<file path="src/rtl/mult_pair_sequencer_pkg.sv">
// Shared widths, FSM state encoding and entry layouts for the multiplier pair sequencer.
package mult_pair_sequencer_pkg;

  localparam int FP_W   = 32;
  localparam int TAG_W  = 1;
  localparam int PAIR_W = 2 * FP_W;
  localparam int RES_W  = TAG_W + FP_W;

  typedef enum logic [1:0] {
    S_IDLE    = 2'd0,
    S_ISSUE_B = 2'd1,
    S_WAIT    = 2'd2,
    S_CAP_B   = 2'd3
  } seq_state_t;

  typedef struct packed {
    logic [FP_W-1:0] op1;
    logic [FP_W-1:0] op2;
  } pair_t;

  typedef struct packed {
    logic [TAG_W-1:0] tag;
    logic [FP_W-1:0]  res;
  } res_entry_t;

endpackage

</file>
<file path="src/rtl/mult_pair_sequencer_sync_fifo.sv">
// Single-clock FIFO with occupancy count; simultaneous push and pop allowed when not full.
module mult_pair_sequencer_sync_fifo #(
  parameter int WIDTH = 32,
  parameter int DEPTH = 4,
  localparam int AW = $clog2(DEPTH),
  localparam int CW = $clog2(DEPTH + 1)
) (
  input  logic             clk,
  input  logic             rst,
  input  logic             push,
  input  logic [WIDTH-1:0] din,
  input  logic             pop,
  output logic [WIDTH-1:0] dout,
  output logic [CW-1:0]    count,
  output logic             full,
  output logic             empty
);

  logic [WIDTH-1:0] mem [DEPTH];
  logic [AW-1:0]    wr_ptr;
  logic [AW-1:0]    rd_ptr;
  logic             do_push;
  logic             do_pop;

  assign full    = (count == CW'(DEPTH));
  assign empty   = (count == '0);
  assign do_push = push && !full;
  assign do_pop  = pop && !empty;
  assign dout    = mem[rd_ptr];

  always_ff @(posedge clk) begin
    if (do_push) mem[wr_ptr] <= din;
  end

  // DEPTH is a power of two, so pointers wrap naturally.
  always_ff @(posedge clk or posedge rst) begin
    if (rst) begin
      wr_ptr <= '0;
      rd_ptr <= '0;
      count  <= '0;
    end else begin
      if (do_push) wr_ptr <= wr_ptr + AW'(1);
      if (do_pop)  rd_ptr <= rd_ptr + AW'(1);
      count <= count + CW'(do_push) - CW'(do_pop);
    end
  end

endmodule

</file>
<file path="src/rtl/mult_pair_sequencer.sv">
// Feeds operand pairs two at a time to the dual multiplier and collects its tagged results.
//
//   state     | meaning
//   ----------+--------------------------------------------------------------
//   S_IDLE    | waiting for pairs and two free result slots; issues pair A
//   S_ISSUE_B | presents pair B (or zeros when padding a lone pair)
//   S_WAIT    | waiting for mul_done; captures result A; timeout runs here
//   S_CAP_B   | captures result B unless padded, then back to idle
module mult_pair_sequencer
  import mult_pair_sequencer_pkg::*;
#(
  parameter int IN_DEPTH    = 4,
  parameter int OUT_DEPTH   = 4,
  parameter int TIMEOUT_CYC = 256
) (
  input  logic            clk,
  input  logic            rst,
  input  logic            in_valid,
  output logic            in_ready,
  input  logic [FP_W-1:0] in_op1,
  input  logic [FP_W-1:0] in_op2,
  input  logic            flush,
  output logic            mul_ready,
  output logic [FP_W-1:0] mul_op1,
  output logic [FP_W-1:0] mul_op2,
  input  logic [FP_W-1:0] mul_res,
  input  logic            mul_done,
  output logic            out_valid,
  input  logic            out_ready,
  output logic [FP_W-1:0] out_res,
  output logic            out_tag,
  output logic            busy,
  output logic            err_timeout
);

  localparam int IN_CW  = $clog2(IN_DEPTH + 1);
  localparam int OUT_CW = $clog2(OUT_DEPTH + 1);
  localparam int TMO_W  = $clog2(TIMEOUT_CYC + 1);
  localparam logic [TMO_W-1:0] TMO_MAX  = TMO_W'(TIMEOUT_CYC);
  localparam logic [TMO_W-1:0] TMO_LAST = TMO_W'(TIMEOUT_CYC - 1);

  seq_state_t        state;
  logic              pad;
  logic              rst_done;
  logic [TMO_W-1:0]  tmo_cnt;

  logic              in_push;
  logic              in_pop;
  logic [PAIR_W-1:0] in_dout;
  logic [IN_CW-1:0]  in_count;
  logic              in_full;
  logic              in_empty;
  pair_t             in_head;

  logic              res_push;
  logic              res_pop;
  res_entry_t        res_din;
  logic [RES_W-1:0]  res_dout;
  logic [OUT_CW-1:0] res_count;
  logic              res_full;
  logic              res_empty;
  res_entry_t        res_head;
  logic [OUT_CW-1:0] out_free;
  logic              issue_ok;

  // in_ready is held low until the first edge after reset release.
  assign in_ready = rst_done && !in_full;
  assign in_push  = in_valid && in_ready;
  assign in_head  = pair_t'(in_dout);

  assign out_free = OUT_CW'(OUT_DEPTH) - res_count;
  assign issue_ok = ((in_count >= IN_CW'(2)) || ((in_count == IN_CW'(1)) && flush))
                    && (out_free >= OUT_CW'(2)) && !mul_done;

  assign in_pop = !in_empty &&
                  (((state == S_IDLE) && issue_ok) || ((state == S_ISSUE_B) && !pad));

  // Slots were reserved at issue, so the full guard never blocks a real result.
  assign res_push = !res_full &&
                    (((state == S_WAIT) && mul_done) || ((state == S_CAP_B) && !pad));

  always_comb begin
    res_din     = '0;
    res_din.tag = TAG_W'(state == S_CAP_B);
    res_din.res = mul_res;
  end

  assign res_pop   = out_valid && out_ready;
  assign res_head  = res_entry_t'(res_dout);
  assign out_valid = !res_empty;
  assign out_res   = res_empty ? '0 : res_head.res;
  assign out_tag   = res_empty ? 1'b0 : res_head.tag[0];
  assign busy      = (state != S_IDLE);

  mult_pair_sequencer_sync_fifo #(
    .WIDTH (PAIR_W),
    .DEPTH (IN_DEPTH)
  ) u_in_fifo (
    .clk   (clk),
    .rst   (rst),
    .push  (in_push),
    .din   ({in_op1, in_op2}),
    .pop   (in_pop),
    .dout  (in_dout),
    .count (in_count),
    .full  (in_full),
    .empty (in_empty)
  );

  mult_pair_sequencer_sync_fifo #(
    .WIDTH (RES_W),
    .DEPTH (OUT_DEPTH)
  ) u_res_fifo (
    .clk   (clk),
    .rst   (rst),
    .push  (res_push),
    .din   (res_din),
    .pop   (res_pop),
    .dout  (res_dout),
    .count (res_count),
    .full  (res_full),
    .empty (res_empty)
  );

  always_ff @(posedge clk or posedge rst) begin
    if (rst) begin
      state       <= S_IDLE;
      pad         <= 1'b0;
      rst_done    <= 1'b0;
      tmo_cnt     <= '0;
      err_timeout <= 1'b0;
      mul_ready   <= 1'b0;
      mul_op1     <= '0;
      mul_op2     <= '0;
    end else begin
      rst_done <= 1'b1;
      case (state)
        S_IDLE: begin
          if (issue_ok) begin
            mul_ready <= 1'b1;
            mul_op1   <= in_head.op1;
            mul_op2   <= in_head.op2;
            pad       <= (in_count == IN_CW'(1));
            state     <= S_ISSUE_B;
          end
        end
        S_ISSUE_B: begin
          mul_ready <= 1'b0;
          if (pad) begin
            mul_op1 <= '0;
            mul_op2 <= '0;
          end else begin
            mul_op1 <= in_head.op1;
            mul_op2 <= in_head.op2;
          end
          state <= S_WAIT;
        end
        S_WAIT: begin
          if (mul_done) begin
            state <= S_CAP_B;
          end else begin
            if (tmo_cnt != TMO_MAX)  tmo_cnt <= tmo_cnt + TMO_W'(1);
            if (tmo_cnt == TMO_LAST) err_timeout <= 1'b1;
          end
        end
        S_CAP_B: begin
          tmo_cnt <= '0;
          state   <= S_IDLE;
        end
        default: state <= S_IDLE;
      endcase
    end
  end

endmodule
</file>
<file path="config.mk">
export PLATFORM = sky130hd
export DESIGN_NAME = mult_pair_sequencer
export DESIGN_NICKNAME = d
export VERILOG_FILES = /design/src/rtl/mult_pair_sequencer_pkg.sv /design/src/rtl/mult_pair_sequencer_sync_fifo.sv /design/src/rtl/mult_pair_sequencer.sv
export SDC_FILE = /design/constraint.sdc
export NUM_CORES = 1
export LEC_CHECK = 0
export BUFFER_PORTS_ARGS = -buffer_cell sky130_fd_sc_hd__buf_4
export CORE_ASPECT_RATIO = 1.4
export CORE_MARGIN = 4
export CORE_UTILIZATION = 53
export CTS_CLUSTER_DIAMETER = 40
export CTS_CLUSTER_SIZE = 12
export DETAILED_ROUTE_END_ITERATION = 10
export GPL_TIMING_DRIVEN = 0
export PLACE_DENSITY = 0.76
export SYNTH_ARGS = -nofsm -noshare
export SYNTH_HDL_FRONTEND = slang
export SYNTH_HIERARCHICAL = 1
export SYNTH_SLANG_ARGS = --single-unit
</file>
<file path="constraint.sdc">
create_clock -name clk -period 2.75 [get_ports clk]
set_input_delay 0 -clock clk [delete_from_list [all_inputs] [get_ports clk]]
set_output_delay 0 -clock clk [all_outputs]
set_load 0.005 [all_outputs]
</file>
# --- Word level (Yosys, flattened, before mapping) ---
# Memories as Yosys holds them, arrays and structs flattened.
# Cells that the tools add are included.
word_totals:
  ff_bits: 93
  ramBits: 388
  output_inout_bits: 102
  elab_cells: 97
  memories: 2
op_classes:
  addsub: 10
  order_cmp: 2
  eq_ne: 12
  mux: 20
  bitwise_logic: 1
  reduce_logical: 36
memory_table:
  columns: ["memory", "depth", "word_bits", "read_ports", "rd_clocked_by_memory_dff", "wr", "line", "text"]
  rows:
  - ["u_in_fifo.mem", 4, 64, 1, 0, 1, "mult_pair_sequencer_sync_fifo.sv:19", "logic [WIDTH-1:0] mem [DEPTH];"]
  - ["u_res_fifo.mem", 4, 33, 1, 0, 1, "mult_pair_sequencer_sync_fifo.sv:19", null]
ops:
  columns: ["operator", "count"]
  rows:
  - ["$mux 32", 5]
  - ["$pmux 32 s2", 2]
  - ["$mux 9", 2]
  - ["$pmux 9 s2", 1]
  - ["$logic_and 1x1->1", 16]
  - ["$add 9x1->9 const B", 1]
  - ["$eq 9x8->1 const B", 1]
  - ["$ne 9x9->1 const B", 1]
  - ["$add 2x1->2 const B", 4]
  - ["$pmux 2 s4", 1]
  - ["$add 3x1->3", 2]
  - ["$eq 3x3->1 const B", 2]
  - ["$ge 3x2->1 const B", 2]
  - ["$logic_not 1->1", 6]
  - ["$logic_not 3->1", 2]
  - ["$mux 1", 6]
  - ["$ne 2x2->1 const B", 3]
  - ["$reduce_and 2->1", 3]
  - ["$reduce_and 3->1", 2]
  - ["$reduce_bool 2->1", 3]
  - ["$sub 3x1->3", 2]
  - ["$eq 2x2->1 const B", 2]
  - ["$mux 2", 2]
  - ["$eq 3x1->1 const B", 1]
  - ["other kinds (7)", 9]

# --- Logic depth before layout (Yosys ltp) ---
logic_depth:
  ltp_word: 10
  ltp_mapped: 14
  ltp_nobuf: 14

# --- Modules after synthesis ---
# The synthesis kept the hierarchy.
modules_own_cells:
  columns: ["module", "n_inst", "cells_each", "area_each_um2", "seq_area_each_um2"]
  rows:
  - ["mult_pair_sequencer_sync_fifo at u_in_fifo", 1, 377, 9704.3, 7862.5]
  - ["mult_pair_sequencer_sync_fifo at u_res_fifo", 1, 216, 5276.3, 4139.0]
  - ["mult_pair_sequencer", 1, 422, 4125.2, 1976.9]

# --- Worst setup path after synthesis ---
# No wires, ideal clock.
synth_timing:
  path_kind: "register to register"
  start: "register u_in_fifo.count[1]"
  end: "memory u_in_fifo/mem[0][0] (netlist bit) (enable)"
  t_arrival_ns: 2.681
  required_time_ns: 2.321
  slack_ns: -0.360
  path_stages_with_launch: 6
  period_less_slack_ns: 3.110
  path_cell_list: "dfrtp_1 > clkbuf_1 > nor3b_2 > nor2b_1 > and2_1 > and3b_1"
synth_via:
  elab_chain_cells: 7
synth_lines:
  columns: ["element", "line", "text"]
  rows:
  - ["start, declared", "mult_pair_sequencer_sync_fifo.sv:14", "output logic [CW-1:0] count,"]
  - ["start signal, assigned", "mult_pair_sequencer_sync_fifo.sv:44", "count <= count + CW'(do_push) - CW'(do_pop);"]
  - ["$eq 3x3->1", "mult_pair_sequencer_sync_fifo.sv:25", "assign full = (count == CW'(DEPTH));"]
  - ["net in_full", "mult_pair_sequencer.sv:51", "logic in_full;"]
  - ["$logic_not 1->1", "mult_pair_sequencer.sv:67", "assign in_ready = rst_done && !in_full;"]
  - ["$logic_and 1x1->1", "mult_pair_sequencer.sv:67", null]
  - ["net in_ready", "mult_pair_sequencer.sv:19", "output logic in_ready,"]
  - ["$logic_and 1x1->1", "mult_pair_sequencer.sv:68", "assign in_push = in_valid && in_ready;"]
  - ["net in_push", "mult_pair_sequencer.sv:47", "logic in_push;"]
  - ["$logic_and 1x1->1", "mult_pair_sequencer_sync_fifo.sv:27", "assign do_push = push && !full;"]
  - ["$mux 1", "mult_pair_sequencer_sync_fifo.sv:32", "if (do_push) mem[wr_ptr] <= din;"]
  - ["$mux 1 (implied by the code)", "mult_pair_sequencer_sync_fifo.sv:32", null]
  - ["end, declared", "mult_pair_sequencer_sync_fifo.sv:19", null]
# The timed path passes the listed nets, and every way through them passes these cells.

# --- Final worst setup path ---
layout_timing:
  start: "register u_res_fifo.count[1]"
  end: "register u_in_fifo.count[2]"
layout_via:
  elab_chain_cells: 9
layout_lines:
  columns: ["element", "line", "text"]
  rows:
  - ["start, declared", "mult_pair_sequencer_sync_fifo.sv:14", null]
  - ["start signal, assigned", "mult_pair_sequencer_sync_fifo.sv:44", null]
  - ["$sub 3x3->3", "mult_pair_sequencer.sv:71", "assign out_free = OUT_CW'(OUT_DEPTH) - res_count;"]
  - ["$ge 3x2->1", "mult_pair_sequencer.sv:73", "&& (out_free >= OUT_CW'(2)) && !mul_done;"]
  - ["$logic_and 1x1->1 (2 in series)", "mult_pair_sequencer.sv:73", null]
  - ["$logic_and 1x1->1", "mult_pair_sequencer.sv:76", "(((state == S_IDLE) && issue_ok) || ((state == S_ISSUE_B) && !pad));"]
  - ["$logic_or 1x1->1", "mult_pair_sequencer.sv:76", null]
  - ["$logic_and 1x1->1", "mult_pair_sequencer.sv:75", "assign in_pop = !in_empty &&"]
  - ["net in_pop", "mult_pair_sequencer.sv:48", "logic in_pop;"]
  - ["$logic_and 1x1->1", "mult_pair_sequencer_sync_fifo.sv:28", "assign do_pop = pop && !empty;"]
  - ["net u_in_fifo.do_pop", "mult_pair_sequencer_sync_fifo.sv:23", "logic do_pop;"]
  - ["$sub 3x1->3", "mult_pair_sequencer_sync_fifo.sv:44", null]
# The timed path passes the listed nets, and every way through them passes these cells.
# A chain may end at the register's enable or synchronous reset.

==> flow_summary.toml <==
[yosys]
synth_area_leaders = "edfxtp_1, dfrtp_1, mux4_2"
synth_seq_cells = 481
ys_seq_area_frac = 0.732
synth_top_area_cell = "edfxtp_1"
synth_most_common_cell = "edfxtp_1"
ys_warn_count = 6
synthArstFlopShare = 0.193
ys_types = 47
synth_top_area_share = 0.610
synth_area_um2 = 19100
synth-edff-count = 388
netlist_instances = 1015
syn-num-nets = 1141
syn_area_per_cell_um2 = 18.8
synth-main-ff-cell = "edfxtp_1"
synth_commonest_cells = "edfxtp_1, mux4_2, dfrtp_1"

[grt]
grt_pass1_vias = 11081
grtUsageTotal = 0.199
antenna_found_initial = 3
grt_first_pass_wirelength_mm = 60.9
gr-total-overflow = 0
grt_max_degree = 61

[critical_path]
rr_worst_depth = 14
required_ns = 3.17
slowest_delay_ns = 0.38
crit_path_start_kind = "register"
rr_startpoint = "u_res_fifo/count[1]"
cp-end-kind = "register"
path_delay_family = "adder cells"
cpMostUsedCell = "inv_1"
worst_ep_arrival_time_ns = 3.04
cp_num_buf_inv = 3
rrSetupSlack_ns = 0.13
crit_chain = "inv_1 -> ha_2 -> nor2_1 -> a221oi_4 -> nand2_2 -> a21oi_4 -> o31ai_4 -> inv_1 -> ha_1 -> inv_1 -> ha_2 -> fa_2 -> xor2_2 -> xnor2_1"
r2r-end = "u_in_fifo/count[2]"
worstPathMaxFanout = 3
critPathSlowestCell = "dfrtp_1"
path_class = "register to register"

[pwr]
p_leak_uw = 0.00940
switching_share = 0.294
p_seq_frac = 0.401
total_power_uw = 25300
p_int_uw = 17800
power_switching_uw = 7440
power_frac_comb = 0.358
p_per_area_nw_per_um2 = 1050
peakVddDrop_mv = 0.661
clock_power_share = 0.241

[route]
drt-pass1-iter-count = 5
met2_wirelength_mm = 20.7
top_layer = "met5"
wire_per_inst_um = 20.1
met3_length_mm = 2.47
viasPerCell = 5.39
postRouteAntennaNets = 0
totalWireLength_mm = 37.9
drt_iter0_markers = 679
vias = 10178
routedLengthMet1_mm = 13.9
drc = 0

[timing]
max_freq_mhz = 381
hold_viol_final = 0
whs_ns = 0.182
worst_clock_skew_ns = 0.0193
relSlewSlack = 0.406
min_period_ns = 2.62
drv_slew = 0
tightest_slew_ns = 0.890
rsz0062_at_grt = "true"
period_share = 0.954
setup_viol = 0

[floorplan]
die_w_um = 168
io_pins = 204
rows = 82
core_area_um2 = 35700
initial_core_util = 0.535
die_y_um = 233
dieArea_um2 = 39200

[place]
post-dp-hpwl_mm = 23.3
place_area_um2 = 21400
finalWeightedCongestion = 0.765
numPortBuffers = 203

[cts]
cts_buffers = 48
cts_tree = "done"
cts_sinks = 481
cts_root_buffer = "clkbuf_16"
cts_buffer_depth = 3
htree_levels = 2
clkSlewWorstSetupHoldPaths_ns = 0.06
clk_latency_ns = 0.56

[cells_and_area]
n_fill_cell = 2317
syn_to_final_growth_pct = 25.8
fin_nets = 1513
drive_gt1_frac = 0.307
finalInstanceArea_um2 = 24000

[hold_path]
holdCritPathClass = "input pin to register"
hold_start = "in_op2[29]"
hold_path_depth = 2
min_to = "u_in_fifo/mem[3][29]"

[flow_run]
maxCapViolCount = 0

[outcome]
status = "finished clean"
-- flip-flops by register name, summed over array words and instances (netlist names), 3 cells and up --
signal	flops
mul_op1	32
mul_op2	32
tmo_cnt	9
u_in_fifo/count	3
u_in_fifo/mem	256
u_res_fifo/count	3
u_res_fifo/mem	132
-- power by group through the flow --
stage,logic (uW),clock network [uW],registers (uW)
final,9060,6080,10200
after global routing,9940,6550,10300
after CTS,9060,6240,10100
after detailed placement,8780,0,10300
after global placement,8480,0,10300
after floorplan,5720,0,10100
-- placed cells by master (no fill, tap or decap), types with 8 or more instances in the layout --
cell type | netlist | final
buf_6 | 7 | 8
buf_2 | 12 | 11
nand3_1 | 10 | 10
buf_12 | 9 | 11
xnor2_1 | 9 | 8
ha_1 | 22 | 19
nor2b_1 | 36 | 36
mux4_2 | 97 | 97
inv_1 | 92 | 90
clkbuf_1 | 13 | 38
dlygate4sd3_1 | 0 | 102
nand2_1 | 73 | 72
edfxtp_1 | 388 | 388
clkbuf_16 | 0 | 48
nor2_1 | 9 | 8
mux2i_1 | 65 | 65
buf_4 | 2 | 217
dfrtp_1 | 93 | 90
nand2b_1 | 10 | 10
-- cells by family after synthesis --
logic type | count (synthesis) | share of synthesized area
compound gates | 36 | 0.0137
xor+xnor | 11 | 0.00504
fa+ha+maj | 24 | 0.0165
buf+inv | 135 | 0.0381
flops | 481 | 0.732
mux | 164 | 0.150
other cells | 1 | 0.000196
simple gates | 163 | 0.0451
-- layout make-up --
class,count,area [um2],area share
diodes,2,5.00,0.000208
clock buffers,79,1360,0.0565
plain buffers,42,387,0.0161
inverters,92,348,0.0145
multi-input cells,399,4490,0.187
well taps,462,578,0.0240
repair buffers,323,2790,0.116
flip-flops and latches,481,14000,0.582
clock inverters,7,106,0.00442
-- worst register-to-register path, delay by kind of cell (launching register included) --
family / cells / cell delay [ns]
adder cells (fa/ha/maj): 4 / 0.93
AO/OA/AOI/OAI: 3 / 0.56
flip-flops: 1 / 0.38
XOR/XNOR: 2 / 0.28
buffers and inverters: 3 / 0.17
AND/OR/NAND/NOR: 2 / 0.17
-- how the worst max path moves through the flow --
stage / cells after the start / start / endpoint / slack (ns)
floorplan: 14 / u_res_fifo/count[0] / u_in_fifo/count[2] / 0.008
global placement: 2 / rst / mul_op2[29] / -0.87
detailed placement: 11 / u_res_fifo/count[1] / u_res_fifo/count[2] / -0.52
CTS: 14 / u_res_fifo/count[1] / u_in_fifo/count[2] / 0.004
global route: 14 / u_res_fifo/count[1] / u_in_fifo/count[2] / -0.006
finish: 14 / u_res_fifo/count[1] / u_in_fifo/count[2] / 0.13
-- what timing repair did --
item,4_1_cts,5_1_grt
pin swaps,3,7
gates resized for setup,9,12
endpoints found under the setup margin,124,86
setup buffers,4,8
hold buffers,102,0
hold endpoints to repair,489,0
-- stage by stage --
step           cells  setup TNS (ns)  utilization  setup WS, ns
2_1_floorplan   1015               0            -       0.00795
3_3_place_gp    1680         -278.80        0.594        -0.871
3_5_place_dp    1686          -14.49        0.599        -0.517
4_1_cts         1878               0        0.670       0.00360
5_1_grt         1887        -0.00595        0.673      -0.00595
6_report        1887               0        0.673         0.127
-- per-layer routing --
layer / track usage / vias to the layer above
li1: - / 4582
met1: 0.236 / 5208
met2: 0.365 / 324
met3: 0.0440 / 62
met4: 0.0561 / 2
met5: 0 / -
Power figures use the tool's default switching activity.
